File: config.mk
export PLATFORM = sky130hd
export DESIGN_NAME = axis_fifo_reader_flat
export DESIGN_NICKNAME = d
export VERILOG_FILES = /design/src/rtl/axis_fifo_reader_pkg.sv /design/src/rtl/axis_fifo_reader_if.sv /design/src/rtl/axis_fifo_reader.sv /design/src/flat_wrapper.sv
export SDC_FILE = /design/constraint.sdc
export NUM_CORES = 1
export LEC_CHECK = 0
export BUFFER_PORTS_ARGS = -buffer_cell sky130_fd_sc_hd__buf_4
export CORE_ASPECT_RATIO = 0.9
export CORE_MARGIN = 1.5
export CORE_UTILIZATION = 45
export CTS_CLUSTER_SIZE = 25
export DETAILED_ROUTE_END_ITERATION = 10
export GPL_TIMING_DRIVEN = 0
export HOLD_SLACK_MARGIN = 0.15
export PLACE_DENSITY = 0.75
export SLEW_MARGIN = 10
export SYNTH_ARGS = -nofsm -noshare
export SYNTH_HDL_FRONTEND = slang
export SYNTH_SLANG_ARGS = --single-unit
File: constraint.sdc
create_clock -name clk -period 2.4 [get_ports clk]
set_input_delay 0.48 -clock clk [delete_from_list [all_inputs] [get_ports clk]]
set_output_delay 0.48 -clock clk [all_outputs]
set_load 0.005 [all_outputs]
File: src/rtl/axis_fifo_reader_pkg.sv
// Shared constants and types for the AXI-Stream FIFO reader: skid buffer depth,
// occupancy and pointer types, and the occupancy update rule.
package axis_fifo_reader_pkg;

    localparam int unsigned BUF_DEPTH = 2;

    typedef logic [1:0]                      occ_t;
    typedef logic [$clog2(BUF_DEPTH)-1:0]    ptr_t;

    function automatic occ_t occ_next(input occ_t occ, input logic capture, input logic pop);
        return occ + occ_t'(capture) - occ_t'(pop);
    endfunction

endpackage

File: src/rtl/axis_fifo_reader_if.sv
// FIFO read port plus AXI-Stream master bundle; master is the reader side,
// slave is the FIFO/stream sink side.
interface axis_fifo_reader_if #(
    parameter int unsigned DLEN = 8
);

    logic            o_fifo_ren;
    logic [DLEN-1:0] i_fifo_rdata;
    logic            i_fifo_rempty;
    logic            m_axis_tvalid;
    logic            m_axis_tready;
    logic [DLEN-1:0] m_axis_tdata;

    modport master (
        output o_fifo_ren,
        input  i_fifo_rdata,
        input  i_fifo_rempty,
        output m_axis_tvalid,
        input  m_axis_tready,
        output m_axis_tdata
    );

    modport slave (
        input  o_fifo_ren,
        output i_fifo_rdata,
        output i_fifo_rempty,
        input  m_axis_tvalid,
        output m_axis_tready,
        input  m_axis_tdata
    );

endinterface

File: src/rtl/axis_fifo_reader.sv
// Converts a one-cycle-latency FIFO read port into an AXI-Stream master using
// a two-entry register buffer so tready never reaches tvalid/tdata combinationally.
module axis_fifo_reader
    import axis_fifo_reader_pkg::*;
#(
    parameter int unsigned DLEN = 8
) (
    input  logic               clk,
    input  logic               rstn,
    axis_fifo_reader_if.master bus
);

    logic [DLEN-1:0] buf_q [BUF_DEPTH];
    ptr_t            head_q;
    ptr_t            tail_q;
    occ_t            occ_q;
    logic            inflight_q;
    logic            run_q;

    logic            pop;
    logic            ren;
    logic [2:0]      demand;

    // A read is issued only if the word it returns is guaranteed a buffer slot,
    // counting the word already in flight and the slot freed by this cycle's pop.
    // run_q keeps reads off until the first edge after reset release.
    always_comb begin
        pop    = (occ_q != '0) && bus.m_axis_tready;
        demand = 3'(occ_q) + 3'(inflight_q) - 3'(pop);
        ren    = run_q && !bus.i_fifo_rempty && (demand < 3'(BUF_DEPTH));
    end

    assign bus.o_fifo_ren    = ren;
    assign bus.m_axis_tvalid = (occ_q != '0);
    assign bus.m_axis_tdata  = buf_q[head_q];

    always_ff @(posedge clk or negedge rstn) begin
        if (!rstn) begin
            for (int unsigned i = 0; i < BUF_DEPTH; i++) begin
                buf_q[i] <= '0;
            end
            head_q     <= '0;
            tail_q     <= '0;
            occ_q      <= '0;
            inflight_q <= 1'b0;
            run_q      <= 1'b0;
        end else begin
            run_q      <= 1'b1;
            inflight_q <= ren;
            occ_q      <= occ_next(occ_q, inflight_q, pop);
            if (inflight_q) begin
                buf_q[tail_q] <= bus.i_fifo_rdata;
                tail_q        <= tail_q + 1'b1;
            end
            if (pop) begin
                head_q <= head_q + 1'b1;
            end
        end
    end

endmodule

File: src/flat_wrapper.sv
// flat-port wrapper written by rule: the top's interface ports become plain ports
module axis_fifo_reader_flat import axis_fifo_reader_pkg::*;
#(
    parameter int unsigned DLEN = 8
)
  (clk, rstn, bus_o_fifo_ren, bus_i_fifo_rdata, bus_i_fifo_rempty, bus_m_axis_tvalid, bus_m_axis_tready, bus_m_axis_tdata);
  axis_fifo_reader_if #(.DLEN(DLEN)) bus_i ();
  input  logic clk;
  input  logic rstn;
  output wire logic [$bits(bus_i.o_fifo_ren)-1:0] bus_o_fifo_ren;
  input wire logic [$bits(bus_i.i_fifo_rdata)-1:0] bus_i_fifo_rdata;
  input wire logic [$bits(bus_i.i_fifo_rempty)-1:0] bus_i_fifo_rempty;
  output wire logic [$bits(bus_i.m_axis_tvalid)-1:0] bus_m_axis_tvalid;
  input wire logic [$bits(bus_i.m_axis_tready)-1:0] bus_m_axis_tready;
  output wire logic [$bits(bus_i.m_axis_tdata)-1:0] bus_m_axis_tdata;
  assign bus_o_fifo_ren = bus_i.o_fifo_ren;
  assign bus_i.i_fifo_rdata = bus_i_fifo_rdata;
  assign bus_i.i_fifo_rempty = bus_i_fifo_rempty;
  assign bus_m_axis_tvalid = bus_i.m_axis_tvalid;
  assign bus_i.m_axis_tready = bus_m_axis_tready;
  assign bus_m_axis_tdata = bus_i.m_axis_tdata;
  axis_fifo_reader #(.DLEN(DLEN)) u_core (.clk(clk), .rstn(rstn), .bus(bus_i));
endmodule
* Word level (Yosys, flattened, before mapping)
Index checks and enable logic that the tools add are counted.
** Word-level totals
- Flip-flop bits (word level) :: 22
- Bits of input ports :: 12
- Output and inout bits :: 10
** Cells by class
- Add/sub/neg operators :: 6
- $lt $le $gt $ge :: 4
- Multiplexer cells :: 6
- Bitwise logic cells :: 2
- Reductions and logical operators :: 6
** Operator list (count)
- $mux W8 :: 4
- $bwmux W16 :: 1
- $demux W8 S1 :: 1
- $ge A2 B2 Y1 const B :: 2
- $logic_and A1 B1 Y1 :: 4
- $not A1 Y2 :: 2
- $add A2 B1 Y3 :: 1
- $lt A3 B2 Y1 const B :: 1
- $sub A3 B1 Y3 :: 1
- $add A1 B1 Y1 const B :: 2
- $add A2 B1 Y2 :: 1
- $lt A2 B1 Y1 const B :: 1
- $reduce_bool A2 Y1 :: 1
- $sub A2 B1 Y2 :: 1
- $logic_not A1 Y1 :: 1

* Logic depth before layout (Yosys ltp)
Gate-level depths: netlist of run 1.
- Word-level depth :: 6
- Depth in mapped cells :: 7
- Gate-level depth less buffers :: 7

* Least setup slack after synthesis of run 1
No wires, ideal clock.
- Path type :: reg-to-output
- Start point :: reg u_core.occ_q[1]
- End point :: out bus_o_fifo_ren
- Arrival :: 1.914 ns
- Required time :: 1.920 ns
- Setup slack :: 0.006 ns
- Cell stages (with the launch flop) :: 8
- Path buffers :: 0
- Cells stage by stage :: dfrtp_1 -> o21a_1 -> ha_1 -> inv_1 -> ha_1 -> fa_1 -> xnor2_1 -> nor4b_1
** Between the ends
- Cells in the longest elaborated chain, start to end :: 5
- Elaborated cells on any way between the ends :: 6
- Classes of those cells :: add/sub: 2; order compare: 1; reduce/logical: 3
** Ends and longest elaborated chain
- start, declared :: RTL line axis_fifo_reader.sv:16 : occ_t occ_q;
- start signal, assigned :: RTL line axis_fifo_reader.sv:50 : occ_q <= occ_next(occ_q, inflight_q, pop);
- $reduce_bool A2 Y1 :: RTL line axis_fifo_reader.sv:28 : pop = (occ_q != '0) && bus.m_axis_tready;
- $logic_and A1 B1 Y1 :: RTL line axis_fifo_reader.sv:28
- via u_core.pop :: RTL line axis_fifo_reader.sv:20 : logic pop;
- $sub A3 B1 Y3 :: RTL line axis_fifo_reader.sv:29 : demand = 3'(occ_q) + 3'(inflight_q) - 3'(pop);
- $lt A3 B2 Y1 :: RTL line axis_fifo_reader.sv:30 : ren = run_q && !bus.i_fifo_rempty && (demand < 3'(BUF_DEPTH));
- $logic_and A1 B1 Y1 :: RTL line axis_fifo_reader.sv:30
- end, declared :: RTL line flat_wrapper.sv:10 : output wire logic [$bits(bus_i.o_fifo_ren)-1:0] bus_o_fifo_ren;
The timed path passes the listed nets, and every way through them passes these cells.

* Final worst setup path of run 1
Ends and elaborated chain as after synthesis.

==> results of run 1 <==
## metal layers
metal,vias to the layer above,global-route usage [%]
met2,13,27.8
met3,2,5.63
li1,277,-
met1,293,18.0
met5,-,0
met4,0,7.69
## state kept, by name (all words and copies together) (netlist names)
register / flops
u_core.buf_q: 16
u_core.occ_q: 2
u_core.head_q: 1
u_core.inflight_q: 1
u_core.run_q: 1
u_core.tail_q: 1
## synth_stat cells, drive strengths merged
cell type / instances / share of area, %
fa: 1 / 2.0
o21a: 1 / 0.76
mux2: 24 / 30
conb: 1 / 0.38
xnor2: 1 / 0.88
ha: 2 / 2.5
xor2: 2 / 1.8
nand2: 2 / 1.0
inv: 4 / 1.5
dfrtp: 22 / 55
nor2b: 1 / 0.88
nor4b: 1 / 0.88
buf: 2 / 1.6
## critical path, delay by kind of cell (launching register included)
family / cells / cell delay (ns)
flip-flops: 1 / 0.40
buffers and inverters: 2 / 0.21
adder cells (fa/ha/maj): 3 / 0.80
AO/OA/AOI/OAI: 1 / 0.20
XOR/XNOR: 1 / 0.17
AND/OR/NAND/NOR: 1 / 0.29
## cell type report
cell class / instances / share of cell area, %
plain buffers: 2 / 1.26
clock buffers: 3 / 1.75
inverters: 4 / 1.17
multi-input cells: 36 / 34.8
flip-flops and latches: 22 / 42.7
well taps: 25 / 2.43
repair buffers: 27 / 15.9
## through the flow
step	setup WS (ns)	area (um^2)	setup TNS (ns)	cells	hold slack [ns]
2_1_floorplan	0.00581	992	0	64	0.184
3_3_place_gp	-0.316	1180	-0.316	110	0.383
3_5_place_dp	-0.326	1180	-0.326	110	0.382
4_1_cts	-0.440	1240	-0.440	117	0.399
5_1_grt	-0.551	1290	-0.551	119	0.389
6_report	-0.442	1290	-0.442	119	0.411
## power by group
group | internal (mW) | switching, mW | leakage (nW)
combinational | 0.552 | 0.306 | 0.340
sequential | 0.549 | 0.0994 | 0.263
clock | 0.0585 | 0.100 | 0.0138
## path summary, 6_finish.rpt
kind / slack (ns) / start / to
setup / recovery: -0.44 / u_core.occ_q[1]$_DFF_PN0_ / bus_o_fifo_ren
max in group asynchronous: 1.59 / rstn / u_core.buf_q[5]$_DFFE_PN0P_
hold / removal: 0.41 / bus_i_fifo_rdata[7] / u_core.buf_q[15]$_DFFE_PN0P_
hold reg to reg: 0.52 / u_core.buf_q[6]$_DFFE_PN0P_ / u_core.buf_q[6]$_DFFE_PN0P_
min in group asynchronous: 0.59 / rstn / u_core.run_q$_DFF_PN0_
setup reg to reg: 0.21 / u_core.occ_q[1]$_DFF_PN0_ / u_core.inflight_q$_DFF_PN0_
## logic make-up (layout without fill, tap and decap cells)
kind of cell             Yosys count  count (layout)  share of synthesized area [%]
adder cells (fa/ha/maj)            3               3                           4.54
buffers and inverters              6              36                           3.15
AND/OR/NAND/NOR                    4               4                           2.77
XOR/XNOR                           3               3                           2.65
other                              1               1                          0.378
flip-flops                        22              22                           55.5
AO/OA/AOI/OAI                      1               1                          0.757
multiplexers                      24              24                           30.3
## timing repair
item,in CTS,in global routing
pin swaps,4,5
buffers inserted,3,2
setup endpoints to repair,1,1
cloned,0,0
hold buffers,1,0
endpoints found under the hold margin,22,0
resized for setup,2,5
==> run metrics, run 1 <==
outcome=finished, violations left; violated checks=setup timing; share of cells above drive strength 1=66.0%; Final setup violation count=1; pin count of the biggest net entering global routing=23; Max Cap Viol=0; I/O Buffers=21; Worst Hold Depth=2; CTS tree=built; DRT antenna net count=0; diode count=0; Slowest-stage cell, CP=dfrtp_1; vias per cell=approximately 5; critical-path maximum fanout=2; grt ovf=0; post-layout util=64.8%; FF-to-FF path depth=9; met3 routed WL=75 um; CTS Root Cell=clkbuf_4; highest metal used=met4; area of the multi-input gates=448 um^2; Die ar.=roughly 2500 um^2; FF/Latch Area=roughly 550 um^2; final hold violation count=0; Die Ht=47.5 um; hpwl dp=1140 um; Req. time, crit path=between 1.5 and 2 ns; via count=585; crit-path max cell delay=0.40 ns; # IOs=22; first-pass GRT wire length=2700 um; H-Tree Depth=1; DRT Pass-1 Iters=3; Filler Cells Inserted=151; worst skew pair latency=0.30 ns; CTS buffer count=3; RSZ-0062 raised after global routing=true; fmax=352 MHz; Rows=15; critical path class=reg2out; net count after synthesis=79; Startpoint Class=flip-flop; Total Wirelength=1730 um; critical path arrival=2.36 ns; Cell Area, Synth=about 990 um^2; CTS clk-pin slew, worst paths=0.11 ns; Met1 Wirelength=741 um; Die Wd=about 52 um; GPL Wtd Cong=0.658; DRT iter0 DRCs=2; power per cell area=1290 nW/um^2; Tcrit/Tclk final=118%; Sink Count=22; vias in the first global route=609; Critical Path End Type=primary output; DRC viols=0; Final Worst Setup Slack=-0.442 ns; Synth warnings=0; Syn-to-layout area delta=29.9%; Pins Over Slew Limit=0; Routed wire per std cell=about 15 um; static leakage=slightly above 0.6 nW; Initial Util=49.9%; register bit total from synthesis=22; register area share after synthesis=55.5%; total power=1.67 mW; clk_skew=between 0.003 and 0.004 ns; core area=1990 um^2; Netlist cell types=16; total track usage=between 10% and 20%; most frequent cells in the layout=26 x buf_4, 22 x dfrtp_1, 16 x mux2_2, 8 x mux2_4; Gate Count Post-Synth=64; synthesized area per cell=around 16 um^2; nets@finish=111; Max Root-Sink Buffers=2; commonest non-fill, non-tap cell in the layout=buf_4; Met2 Wirelength=892 um; hold crit path type=in2reg; maximum VDD drop=928 uV; CP cell instances=o21a_1 -> ha_1 -> inv_2 -> ha_4 -> fa_2 -> xnor2_2 -> nor4b_4 -> buf_4; initial antenna violation count=0; Min Clock Period, post-route=2.84 ns
Power figures use the tool's default switching activity.
==> inputs of run 2 (changes only) <==
- SKIP_CTS_REPAIR_TIMING: not set -> 1
==> run 2 against run 1 <==
Net effect: the run still ends with setup timing left; critical path depth stayed put; highest routed layer unchanged; sequential cell count stayed put; register-to-register slack better by 0.18 ns; global-route usage is 0.62 points lower; first-iteration DRC count stayed put; clock skew is 0.0016 ns lower; die area stayed put; hold slack worse by 0.084 ns; worst setup slack worse by 0.011 ns; critical path type unchanged; total power is 5.2% lower; via count is 1.0% lower.
==> run metrics, run 2 (synthesis gave the netlist of run 1 again) <==
FF/Latch Area=551 um^2 (unchanged); Total Wirelength=1710 um (was 1730 um); H-Tree Depth=1 (unchanged); met3 routed WL=75 um (unchanged); post-layout util=62.2% (was 64.8%); Hold EP=u_core.inflight_q$_DFF_PN0_ (was u_core.buf_q[15]$_DFFE_PN0P_); static leakage=0.592 nW (was 0.617 nW); critical path class=reg2out (unchanged); RSZ-0062 raised after global routing=true (unchanged); final hold violation count=0 (unchanged); Final Worst Setup Slack=-0.454 ns (was -0.442 ns); via count=579 (was 585); diode count=0 (unchanged); Worst Min Path Start=bus_i_fifo_rempty (was bus_i_fifo_rdata[7]); Sink Count=22 (unchanged); Met1 Wirelength=730 um (was 741 um); DRC viols=0 (unchanged); I/O Buffers=21 (unchanged); Rows=15 (unchanged); Final setup violation count=1 (unchanged); DRT antenna net count=0 (unchanged); GPL Wtd Cong=0.658 (unchanged); Tcrit/Tclk final=119% (was 118%); Die ar.=2500 um^2 (unchanged); Max Root-Sink Buffers=2 (unchanged); pin count of the biggest net entering global routing=23 (unchanged); CTS tree=built (unchanged); vias in the first global route=584 (was 609); Met2 Wirelength=879 um (was 892 um); Die Wd=52.5 um (unchanged); worst r2r src=u_core.occ_q[0]$_DFF_PN0_ (was u_core.occ_q[1]$_DFF_PN0_); critical path arrival=2.37 ns (was 2.36 ns); CTS buffer count=3 (unchanged); nets@finish=108 (was 111); DRT Pass-1 Iters=3 (unchanged); maximum VDD drop=883 uV (was 928 uV); Critical Path End Type=primary output (unchanged); clk_skew=0.00151 ns (was 0.00308 ns); total power=1.58 mW (was 1.67 mW); grt ovf=0 (unchanged); FF-to-FF path depth=7 (was 9); flop-to-flop setup slack=0.39 ns (was 0.21 ns); Min Clock Period, post-route=2.85 ns (was 2.84 ns); total track usage=15.4% (was 16.0%); worst hold slack=0.327 ns (was 0.411 ns); fmax=350 MHz (was 352 MHz); biggest regs=u_core.buf_q x16, u_core.occ_q x2 (unchanged); power per cell area=1280 nW/um^2 (was 1290 nW/um^2); most flop-heavy register=u_core.buf_q (unchanged); CTS Root Cell=clkbuf_4 (unchanged); commonest non-fill, non-tap cell in the layout=buf_4 (unchanged); R2R Path End=u_core.inflight_q$_DFF_PN0_ (unchanged); Max Cap Viol=0 (unchanged); worst skew pair latency=0.30 ns (about the same); Die Ht=47.5 um (unchanged); hold crit path type=in2reg (unchanged); initial antenna violation count=0 (unchanged); first-pass GRT wire length=2590 um (was 2700 um); Pins Over Slew Limit=0 (unchanged); Routed wire per std cell=14.7 um (was 14.5 um); Setup crit start=u_core.occ_q[0]$_DFF_PN0_ (was u_core.occ_q[1]$_DFF_PN0_); core area=1990 um^2 (unchanged); CTS clk-pin slew, worst paths=0.11 ns (about the same); Worst Hold Depth=2 (unchanged); DRT iter0 DRCs=2 (unchanged); share of cells above drive strength 1=61.5% (was 66.0%); Final Non-Filler Cells=116 (was 119); highest metal used=met4 (unchanged); critical-path maximum fanout=2 (unchanged); Placed Cells=110 (unchanged); most frequent cells in the layout=23 x buf_4, 22 x dfrtp_1, 16 x mux2_2, 8 x mux2_4, 4 x inv_1 (was 26 x buf_4, 22 x dfrtp_1, 16 x mux2_2, 8 x mux2_4); Initial Util=49.9% (unchanged); Syn-to-layout area delta=24.7% (was 29.9%); Startpoint Class=flip-flop (unchanged); post-route setup TNS=-0.454 ns (was -0.442 ns); Req. time, crit path=1.92 ns (about the same); violated checks=setup timing (unchanged); area of the multi-input gates=419 um^2 (was 448 um^2); hpwl dp=1140 um (unchanged); max reg flops=16 (unchanged); # IOs=22 (unchanged); outcome=finished, violations left (unchanged); Filler Cells Inserted=165 (was 151); vias per cell=4.99 (was 4.92)
==> run 2: how the worst max path moves through the flow <==
stage | endpoint | slack (ns) | depth (start not counted)
after floorplan | bus_o_fifo_ren | 0.006 | 7
after global placement | bus_o_fifo_ren | -0.32 | 8
final | bus_o_fifo_ren | -0.45 | 8
after CTS | bus_o_fifo_ren | -0.57 | 8
after detailed placement | bus_o_fifo_ren | -0.33 | 9
after global routing | bus_o_fifo_ren | -0.62 | 8
==> run 2: final cells by class <==
type	count	area share [%]
sequential	22	44.5
clock buffer	3	1.82
inverter	4	1.21
buffer	2	1.31
multi-input combinational	36	33.9
tap	25	2.53
timing repair buffer	24	14.8
==> run 2: power by group <==
group | leakage, nW | switching, mW | total, mW | internal, mW
Clock | 0.0138 | 0.102 | 0.161 | 0.0585
Combinational | 0.315 | 0.269 | 0.770 | 0.501
Sequential | 0.263 | 0.0980 | 0.647 | 0.549
==> run 2: stage by stage <==
stage,cell area (um^2),worst slack (ns)
floorplan,992,0.00581
global placement,1180,-0.316
detailed placement,1180,-0.326
CTS,1200,-0.566
global route,1240,-0.619
finish,1240,-0.454
==> run 2: worst max-delay path, stage by stage, from the launching register on <==
cell and delay [ns]:
dfrtp_1 0.40, o21a_1 0.21, ha_1 0.28, inv_1 0.04, ha_1 0.20, fa_2 0.34
xnor2_1 0.14, nor4b_2 0.31, buf_4 0.16
==> run 2: routing by layer <==
metal,vias up,track usage [%]
li1,270,-
met1,292,17.4
met2,12,26.3
met3,5,5.63
met4,0,7.69
met5,-,0
==> inputs of run 3 (changes only) <==
- CELL_PAD_IN_SITES_DETAIL_PLACEMENT: not set -> 0
- CELL_PAD_IN_SITES_GLOBAL_PLACEMENT: not set -> 1
- CORE_UTILIZATION: 45 -> 42
- PLACE_DENSITY: 0.75 -> 0.83
==> run 3 against run 2 <==
Net effect: the flow still finishes with violations (setup timing); clock power rose by 23%; non-clock buffer count shrank 1; hold slack better by 0.081 ns; sequential power about the same; critical endpoint unchanged; largest power group unchanged; highest routed layer unchanged.
==> run metrics, run 3 (synthesis gave the netlist of run 1 again) <==
outcome=finished, violations left (unchanged); violated checks=setup timing (unchanged); most flop-heavy register=u_core.buf_q (unchanged); most frequent cells in the layout=22 x buf_4, 22 x dfrtp_1, 16 x mux2_2, 8 x mux2_4, 4 x inv_1 (was 23 x buf_4, 22 x dfrtp_1, 16 x mux2_2, 8 x mux2_4, 4 x inv_1); GPL Wtd Cong=0.650 (was 0.658); H-Tree Depth=1 (unchanged); final hold violation count=0 (unchanged); core area=2200 um^2 (was 1990 um^2); CTS clk-pin slew, worst paths=0.11 ns (about the same); area of the multi-input gates=430 um^2 (was 419 um^2); Final setup violation count=1 (unchanged); Min Clock Period, post-route=2.84 ns (was 2.85 ns); Routed wire per std cell=14.0 um (was 14.7 um); worst hold slack=0.408 ns (was 0.327 ns); I/O Buffers=21 (unchanged); CTS buffer count=3 (unchanged); vias per cell=4.97 (was 4.99); nets@finish=107 (was 108); vias in the first global route=639 (was 584); Die Wd=54.2 um (was 52.5 um); power per cell area=1280 nW/um^2 (about the same); Syn-to-layout area delta=26.7% (was 24.7%); Sink Count=22 (unchanged); diode count=0 (unchanged); Die ar.=2660 um^2 (was 2500 um^2); maximum VDD drop=781 uV (was 883 uV); first-pass GRT wire length=2840 um (was 2590 um); clk_skew=0.00240 ns (was 0.00151 ns); Worst Min Path Start=bus_i_fifo_rdata[0] (was bus_i_fifo_rempty); Total Wirelength=1650 um (was 1710 um); grt ovf=0 (unchanged); # IOs=22 (unchanged); biggest regs=u_core.buf_q x16, u_core.occ_q x2 (unchanged); Startpoint Class=flip-flop (unchanged); worst r2r src=u_core.occ_q[1]$_DFF_PN0_ (was u_core.occ_q[0]$_DFF_PN0_); initial antenna violation count=0 (unchanged); Setup crit start=u_core.occ_q[1]$_DFF_PN0_ (was u_core.occ_q[0]$_DFF_PN0_); Rows=16 (was 15); RSZ-0062 raised after global routing=true (unchanged); max reg flops=16 (unchanged); CTS tree=built (unchanged); share of cells above drive strength 1=62.6% (was 61.5%); critical path arrival=2.36 ns (was 2.37 ns); fmax=353 MHz (was 350 MHz); Final Worst Setup Slack=-0.436 ns (was -0.454 ns); Req. time, crit path=1.92 ns (about the same); worst skew pair latency=0.30 ns (about the same); Critical Path End Type=primary output (unchanged); CTS Root Cell=clkbuf_4 (unchanged); via count=586 (was 579); critical-path maximum fanout=3 (was 2); DRT Pass-1 Iters=3 (unchanged); DRC viols=0 (unchanged); static leakage=0.598 nW (was 0.592 nW); DRT iter0 DRCs=1 (was 2); critical path class=reg2out (unchanged); pin count of the biggest net entering global routing=23 (unchanged); post-layout util=57.1% (was 62.2%); hpwl dp=1200 um (was 1140 um); Filler Cells Inserted=197 (was 165); Die Ht=49.1 um (was 47.5 um); hold crit path type=in2reg (unchanged); Initial Util=45.1% (was 49.9%); Pins Over Slew Limit=0 (unchanged); Max Root-Sink Buffers=2 (unchanged); FF/Latch Area=551 um^2 (unchanged); DRT antenna net count=0 (unchanged); total track usage=15.1% (was 15.4%); Tcrit/Tclk final=118% (was 119%); Max Cap Viol=0 (unchanged)
run 3: changes by cell type in the layout (fill, tap and decap cells not counted):
cell,before,now
nor4b_4,0,1
ha_1,2,1
nor4b_2,1,0
clkbuf_8,0,1
buf_4,23,22
ha_2,0,1
run 3: metal layers:
layer  vias to the layer above  part of all wire, %  GRT usage [%]
met4                         0                 0.73           5.00
met5                         -                    0              0
met2                        12                   51           23.1
met1                       302                   43           18.6
met3                         2                  5.2           6.75
li1                        270                    -              -
run 3: final timing paths:
check                                                to  slack [ns]  cells after the start
max in group asynchronous  u_core.buf_q[15]$_DFFE_PN0P_        1.60                      2
setup reg to reg            u_core.inflight_q$_DFF_PN0_        0.31                      8
hold reg to reg             u_core.buf_q[6]$_DFFE_PN0P_        0.52                      1
setup / recovery                         bus_o_fifo_ren       -0.44                      8
min in group asynchronous   u_core.buf_q[2]$_DFFE_PN0P_        0.59                      2
hold / removal              u_core.buf_q[8]$_DFFE_PN0P_        0.41                      2
run 3: metrics by stage:
stage | std cells | cell area, um^2 | setup WS, ns | total power, mW | TNS [ns]
after floorplan | 64 | 992 | 0.00581 | 1.11 | 0
after global placement | 112 | 1180 | -0.352 | 1.35 | -0.352
after detailed placement | 112 | 1180 | -0.344 | 1.38 | -0.344
after CTS | 116 | 1220 | -0.600 | 1.59 | -0.600
after global routing | 118 | 1260 | -0.553 | 1.74 | -0.553
final | 118 | 1260 | -0.436 | 1.62 | -0.436
run 3: area by class of cell:
class	instances	area share, %
buffer	2	1.29
clock buffer	4	2.89
tap	27	2.69
inverter	4	1.19
multi-input combinational	36	34.2
sequential	22	43.8
timing repair buffer	23	13.9
run 3: where the power goes:
part	total [mW]	switching (mW)	internal, mW	leakage, nW
clock	0.198	0.106	0.0926	0.0210
combinational	0.771	0.273	0.498	0.314
sequential	0.646	0.0978	0.548	0.263
run 3: critical path, stage by stage, from the launching register on:
cell	delay (ns)
dfrtp_1	0.42
o21a_1	0.20
ha_1	0.28
inv_1	0.04
ha_2	0.16
fa_2	0.33
xnor2_1	0.16
nor4b_4	0.30
buf_4	0.15
